## config.mk

```make
export PLATFORM = sky130hd
export DESIGN_NAME = can_tx_scheduler
export DESIGN_NICKNAME = d
export VERILOG_FILES = /design/src/rtl/can_tx_scheduler.sv
export SDC_FILE = /design/constraint.sdc
export NUM_CORES = 1
export LEC_CHECK = 0
export CORE_AREA = 2 2 160 162
export DETAILED_ROUTE_END_ITERATION = 7
export DIE_AREA = 0 0 162 164
export PLACE_DENSITY = 0.71
export SYNTH_ARGS = -nofsm -noshare
export SYNTH_HDL_FRONTEND = slang
export SYNTH_SLANG_ARGS = --single-unit
```

## constraint.sdc

```tcl
create_clock -name clk -period 2.8 [get_ports clk]
set_input_delay 0.28 -clock clk [delete_from_list [all_inputs] [get_ports clk]]
set_output_delay 0.28 -clock clk [all_outputs]
set_load 0.02 [all_outputs]
```

## src/rtl/can_tx_scheduler.sv

```systemverilog
// CAN transmit scheduler: arbitrates N_REQ requesters by lowest CAN ID onto a
// single frame generator, retransmits on error, and enforces an idle-bus gap
// between frames.
//
// Handshake: a requester holds req_valid and its payload stable until it sees
// its req_ack bit pulse for one cycle. After that pulse the frame is owned by
// the scheduler, and req_valid from that requester is ignored until the FSM
// returns to IDLE. Toward the generator, gen_start pulses for one cycle with
// gen_payload already stable. The generator answers with a single-cycle
// gen_ok or gen_err. The scheduler ignores either pulse outside WAIT.
module can_tx_scheduler #(
    parameter int N_REQ      = 4,
    parameter int MAX_RETRY  = 3,
    parameter int IFS_CYCLES = 11,
    parameter int TIMEOUT    = 255
) (
    input  logic               clk,
    input  logic               rst,
    input  logic [N_REQ-1:0]   req_valid,
    input  logic [N_REQ*75-1:0] req_payload,
    output logic [N_REQ-1:0]   req_ack,
    output logic [N_REQ-1:0]   tx_done,
    output logic [N_REQ-1:0]   tx_fail,
    output logic [75:0]        gen_payload,
    output logic               gen_start,
    input  logic               gen_ok,
    input  logic               gen_err,
    input  logic               bus_idle,
    output logic               busy,
    output logic [2:0]         grant_idx,
    output logic [2:0]         retry_cnt,
    output logic [2:0]         state_o
);

    localparam int TW = $clog2(TIMEOUT + 1);
    localparam int GW = $clog2(IFS_CYCLES + 1);

    typedef enum logic [2:0] {
        S_IDLE  = 3'd0,
        S_LOAD  = 3'd1,
        S_START = 3'd2,
        S_WAIT  = 3'd3,
        S_GAP   = 3'd4
    } state_t;

    state_t             state_q;
    logic [N_REQ-1:0]   req_ack_q;
    logic [N_REQ-1:0]   tx_done_q;
    logic [N_REQ-1:0]   tx_fail_q;
    logic [75:0]        gen_payload_q;
    logic               gen_start_q;
    logic [2:0]         grant_idx_q;
    logic [2:0]         retry_cnt_q;
    logic               retry_pend_q;
    logic [TW-1:0]      tmo_q;
    logic [GW-1:0]      gap_q;

    logic               win_found;
    logic [2:0]         win_idx;
    logic [10:0]        win_id;
    logic [74:0]        win_pay;
    logic               attempt_err;

    // Priority pick: lowest CAN ID wins; strict compare keeps lowest index on ties.
    always_comb begin
        win_found = 1'b0;
        win_idx   = 3'd0;
        win_id    = 11'h7FF;
        win_pay   = '0;
        for (int i = 0; i < N_REQ; i++) begin
            if (req_valid[i] && (!win_found || (req_payload[75*i+64 +: 11] < win_id))) begin
                win_found = 1'b1;
                win_idx   = 3'(i);
                win_id    = req_payload[75*i+64 +: 11];
                win_pay   = req_payload[75*i +: 75];
            end
        end
    end

    // An attempt fails on a generator error or when the generator stays silent too long.
    assign attempt_err = gen_err || (tmo_q == TW'(TIMEOUT - 1));

    // Scheduler FSM; all pulse outputs default low each cycle.
    always_ff @(posedge clk or negedge rst) begin
        if (!rst) begin
            state_q       <= S_IDLE;
            req_ack_q     <= '0;
            tx_done_q     <= '0;
            tx_fail_q     <= '0;
            gen_payload_q <= '0;
            gen_start_q   <= 1'b0;
            grant_idx_q   <= 3'd0;
            retry_cnt_q   <= 3'd0;
            retry_pend_q  <= 1'b0;
            tmo_q         <= '0;
            gap_q         <= '0;
        end else begin
            req_ack_q   <= '0;
            tx_done_q   <= '0;
            tx_fail_q   <= '0;
            gen_start_q <= 1'b0;
            case (state_q)
                S_IDLE: begin
                    if (win_found && bus_idle) begin
                        grant_idx_q   <= win_idx;
                        gen_payload_q <= {1'b0, win_pay};
                        retry_cnt_q   <= 3'd0;
                        retry_pend_q  <= 1'b0;
                        req_ack_q     <= N_REQ'(1) << win_idx;
                        state_q       <= S_LOAD;
                    end
                end
                S_LOAD: begin
                    gen_start_q <= 1'b1;
                    state_q     <= S_START;
                end
                S_START: begin
                    tmo_q   <= '0;
                    state_q <= S_WAIT;
                end
                S_WAIT: begin
                    if (gen_ok) begin
                        tx_done_q    <= N_REQ'(1) << grant_idx_q;
                        retry_pend_q <= 1'b0;
                        gap_q        <= '0;
                        state_q      <= S_GAP;
                    end else if (attempt_err) begin
                        if (retry_cnt_q < 3'(MAX_RETRY)) begin
                            retry_cnt_q  <= retry_cnt_q + 3'd1;
                            retry_pend_q <= 1'b1;
                        end else begin
                            tx_fail_q    <= N_REQ'(1) << grant_idx_q;
                            retry_pend_q <= 1'b0;
                        end
                        gap_q   <= '0;
                        state_q <= S_GAP;
                    end else begin
                        tmo_q <= tmo_q + TW'(1);
                    end
                end
                S_GAP: begin
                    if (!bus_idle) begin
                        gap_q <= '0;
                    end else if (gap_q == GW'(IFS_CYCLES - 1)) begin
                        gap_q <= '0;
                        if (retry_pend_q) begin
                            gen_start_q <= 1'b1;
                            state_q     <= S_START;
                        end else begin
                            state_q <= S_IDLE;
                        end
                    end else begin
                        gap_q <= gap_q + GW'(1);
                    end
                end
                default: state_q <= S_IDLE;
            endcase
        end
    end

    assign req_ack     = req_ack_q;
    assign tx_done     = tx_done_q;
    assign tx_fail     = tx_fail_q;
    assign gen_payload = gen_payload_q;
    assign gen_start   = gen_start_q;
    assign grant_idx   = grant_idx_q;
    assign retry_cnt   = retry_cnt_q;
    assign busy        = (state_q != S_IDLE);
    assign state_o     = state_q;

endmodule

```

==> impl_metrics.ini <==
[status]
run_status = complete, but fails checks
violations = negative setup slack

[logic_synthesis]
yosys.area.top_type = sky130_fd_sc_hd__dfrtp_1
part_of_the_yosys_area_used_for_sequential_elements_pct = 30.7
async_flop_share_pct = 100
post_synth_instance_area_sq_mm = 0.00887
ys_ff_latch = 109
synthesis.instances = 1119
syn_area_per_cell_sq_um = 7.93
yosysUniqueCellTypes = 61
synth_top_flop_cell = sky130_fd_sc_hd__dfrtp_1
cells_taking_the_most_area_after_synthesis = sky130_fd_sc_hd__dfrtp_1, sky130_fd_sc_hd__a31oi_1, sky130_fd_sc_hd__o2bb2ai_1
synth-edff-count = 0
ys.warnings.count = 0
synthDominantCellAreaShare_pct = 30.7

[timing]
grt_setup_unrepaired = yes
clock_skew_ns = 0.0160
postLayoutSetupSlackWorst_ns = -2.83
slew-limit-headroom_pct = 38.1
period_share_pct = 201
max_clock_freq_mhz = 178
hold_viol_final = 0
timing_max_transition_violations_final = 0
worst_pin_slew_ns = 0.929
report.final.setup_viol = 81
period_needed_ns = 5.63
hold-worst-slack_ns = 0.358

[clock_network]
cts-buffers-inserted = 9
cts_tree = done
root_buffer = sky130_fd_sc_hd__clkbuf_16
cts_max_level = 3
ctsLongestPathBuffers = 2
clkTransAtPathRegs_ns = 0.09
cts.sink_count = 109
clk-insertion-delay-late_ns = 0.37

[pwr]
powerDensity_mw_per_mm2 = 649
peakVddDrop_mv = 0.409
power.static_leakage_nw = 5.90

[placed_design]
gpl.final_weighted_congestion = 0.921
placed_cells_incl_taps = 1857
dp_worst_setup_slack_ns = -3.72
port_buffers = 405
place_hpwl_mm = 30.7

[layout]
layout.nets = 1939
post_route_cells_drive_above_1_share_pct = 21.5
post_route_non_filler_standard_cell_count = 1937
area_delta_synth_final_pct = 83.7

[die]
pin_count = 408
initial_core_util_pct = 35.7
floorplan.core_area_sq_mm = 0.0248
dieWidth_um = 162
die_y_um = 164
dieArea_sq_mm = 0.0266
floorplan.rows = 58

[routing]
post-route-drc-count = 0
vias_per_cell = 6.15
routedWlPerCell_um = 23.9
wl_mm = 46.2
first_pass_iters = 5
antenna_violating_nets_post_route = 0
via_total_after_detailed_routing = 11900
detail_route.iter0.violations = 958

[hold_path]
worst_hold_class = in -> async

[setup_path]
worst-endpoint-arrival_ns = 5.91
max_stage_delay_ns = 0.42
end_kind = flop
worst_path_required_time_ns = 3.08
timing.setup.critical_path_class = in -> reg
timing.critical_path.fanout_max = 7
setup.worst_path.start_class = input pin
timing.critical_path.slowest_stage_cell = sky130_fd_sc_hd__o31ai_4

[global_routing]
grt_util_all_layers_pct = 32.0
grt_pass1_vias = 11400
antenna_violations_before_repair = 6
wire_length_of_the_first_global_routing_pass_mm = 66.1
global_route.overflow_total = 0
maximum_number_of_pins_on_one_net_before_global_route_repair = 83

[flow_run]
drv.max_cap_violation_count = 0
## routing by layer
metal  global-route usage [%]  wire, um
met5                        0        13
met4                     15.5      2140
met3                     6.74      3730
met2                     54.7     22600
met1                     38.4     17800
## area by class of cell
type | instances | area (sq um)
diodes | 6 | 15.0
clock buffers | 9 | 225
clock inverters | 7 | 82.6
fillers | 2098 | 8530
inverters | 7 | 26.3
multi-input cells | 873 | 6670
flip-flops and latches | 109 | 2730
well taps | 330 | 413
repair buffers | 596 | 6130
## flip-flops by register name, summed over array words and instances, names as in the netlist
register,cells
gen_payload,75
tmo_q,8
gap_q,4
req_ack,4
tx_done,4
tx_fail,4
retry_cnt,3
state_o,3
grant_idx,2
gen_start,1
retry_pend_q,1
## logic make-up after synthesis
| group | after synthesis | synth area share [%] |
|---|---|---|
| AOI/OAI and AO/OA | 614 | 45.6 |
| xor gates and xnor gates | 5 | 0.494 |
| adders and majority gates | 34 | 4.80 |
| buffers and inverters | 139 | 6.21 |
| DFF | 109 | 30.7 |
| muxes | 1 | 0.127 |
| other | 1 | 0.0423 |
| and+or+nand+nor | 216 | 12.0 |
## synthesized netlist by cell type (2+ instances only)
cell / n
sky130_fd_sc_hd__nand2b_1: 7
sky130_fd_sc_hd__a211oi_1: 4
sky130_fd_sc_hd__nand2_1: 29
sky130_fd_sc_hd__nor2b_1: 9
sky130_fd_sc_hd__ha_1: 34
sky130_fd_sc_hd__a21oi_1: 38
sky130_fd_sc_hd__or3_1: 6
sky130_fd_sc_hd__dfrtp_1: 109
sky130_fd_sc_hd__nand4_1: 8
sky130_fd_sc_hd__buf_1: 14
sky130_fd_sc_hd__o2bb2ai_1: 75
sky130_fd_sc_hd__nor3_1: 81
sky130_fd_sc_hd__a22o_1: 3
sky130_fd_sc_hd__a22oi_1: 75
sky130_fd_sc_hd__nand4b_1: 2
sky130_fd_sc_hd__nor3b_1: 2
sky130_fd_sc_hd__xor2_1: 4
sky130_fd_sc_hd__buf_2: 8
sky130_fd_sc_hd__a2bb2oi_1: 2
sky130_fd_sc_hd__a31oi_1: 152
sky130_fd_sc_hd__buf_4: 3
sky130_fd_sc_hd__o21ai_0: 106
sky130_fd_sc_hd__a21o_1: 3
sky130_fd_sc_hd__inv_1: 7
sky130_fd_sc_hd__and2_1: 2
sky130_fd_sc_hd__o21a_1: 2
sky130_fd_sc_hd__o211ai_1: 75
sky130_fd_sc_hd__o21ai_1: 60
sky130_fd_sc_hd__nand3_1: 7
sky130_fd_sc_hd__nor2_1: 51
sky130_fd_sc_hd__and3_1: 2
sky130_fd_sc_hd__or2_2: 3
sky130_fd_sc_hd__a311oi_1: 2
sky130_fd_sc_hd__clkbuf_1: 106
sky130_fd_sc_hd__o31ai_1: 2
## cells in the final DEF (no fill, tap or decap), drive strengths merged, types with 38 or more instances in the layout
master,count
a21oi,38
a22oi,75
a31oi,152
buf,185
clkdlybuf4s50,384
dfrtp,109
nor2,51
nor3,81
o211ai,75
o21ai,166
o2bb2ai,75
## where the power goes
part | internal (mW) | switching, mW
Combinational | 3.14 | 3.46
Clock | 0.637 | 0.732
Sequential | 2.10 | 0.509
## stage by stage
| stage | utilization [%] | cell area, sq um | TNS (ns) | power [mW] |
|---|---|---|---|---|
| after floorplan | - | 9190 | -237.41 | 5.63 |
| after global placement | 57.3 | 14200 | -284.09 | 8.18 |
| after detailed placement | 57.3 | 14200 | -297.11 | 8.28 |
| after CTS | 63.0 | 15600 | -207.95 | 10.1 |
| after global routing | 65.6 | 16300 | -243.11 | 11.2 |
| final | 65.6 | 16300 | -225.44 | 10.6 |
## worst paths after layout
check,start,to,slack [ns],cells after the start
max in group asynchronous,rst,gen_payload[17]$_DFFE_PN0P_,1.67,3
min,rst,gen_payload[60]$_DFFE_PN0P_,0.36,2
min in group clk,req_payload[74],gen_payload[74]$_DFFE_PN0P_,0.46,5
min reg2reg,gen_payload[64]$_DFFE_PN0P_,gen_payload[64]$_DFFE_PN0P_,0.52,2
max,req_valid[0],gen_payload[0]$_DFFE_PN0P_,-2.83,32
max reg2reg,state_o[2]$_DFFE_PN0P_,tmo_q[5]$_DFFE_PN0P_,0.38,8
## repair_timing
action | in CTS | in global routing
setup endpoints to repair | 81 | 81
hold endpoints to repair | 22 | 0
pin swaps | 69 | 42
gates resized for setup | 166 | 83
hold buffers | 1 | 0
cloned | 11 | 9
buffers inserted | 35 | 9
## worst max-delay path, delay by kind of cell
kind | cells | cell delay, ns
buf+inv | 9 | 1.24
compound gates | 12 | 1.98
simple gates | 8 | 1.53
fa+ha+maj | 3 | 0.87
(Power assumes the default switching activity.)
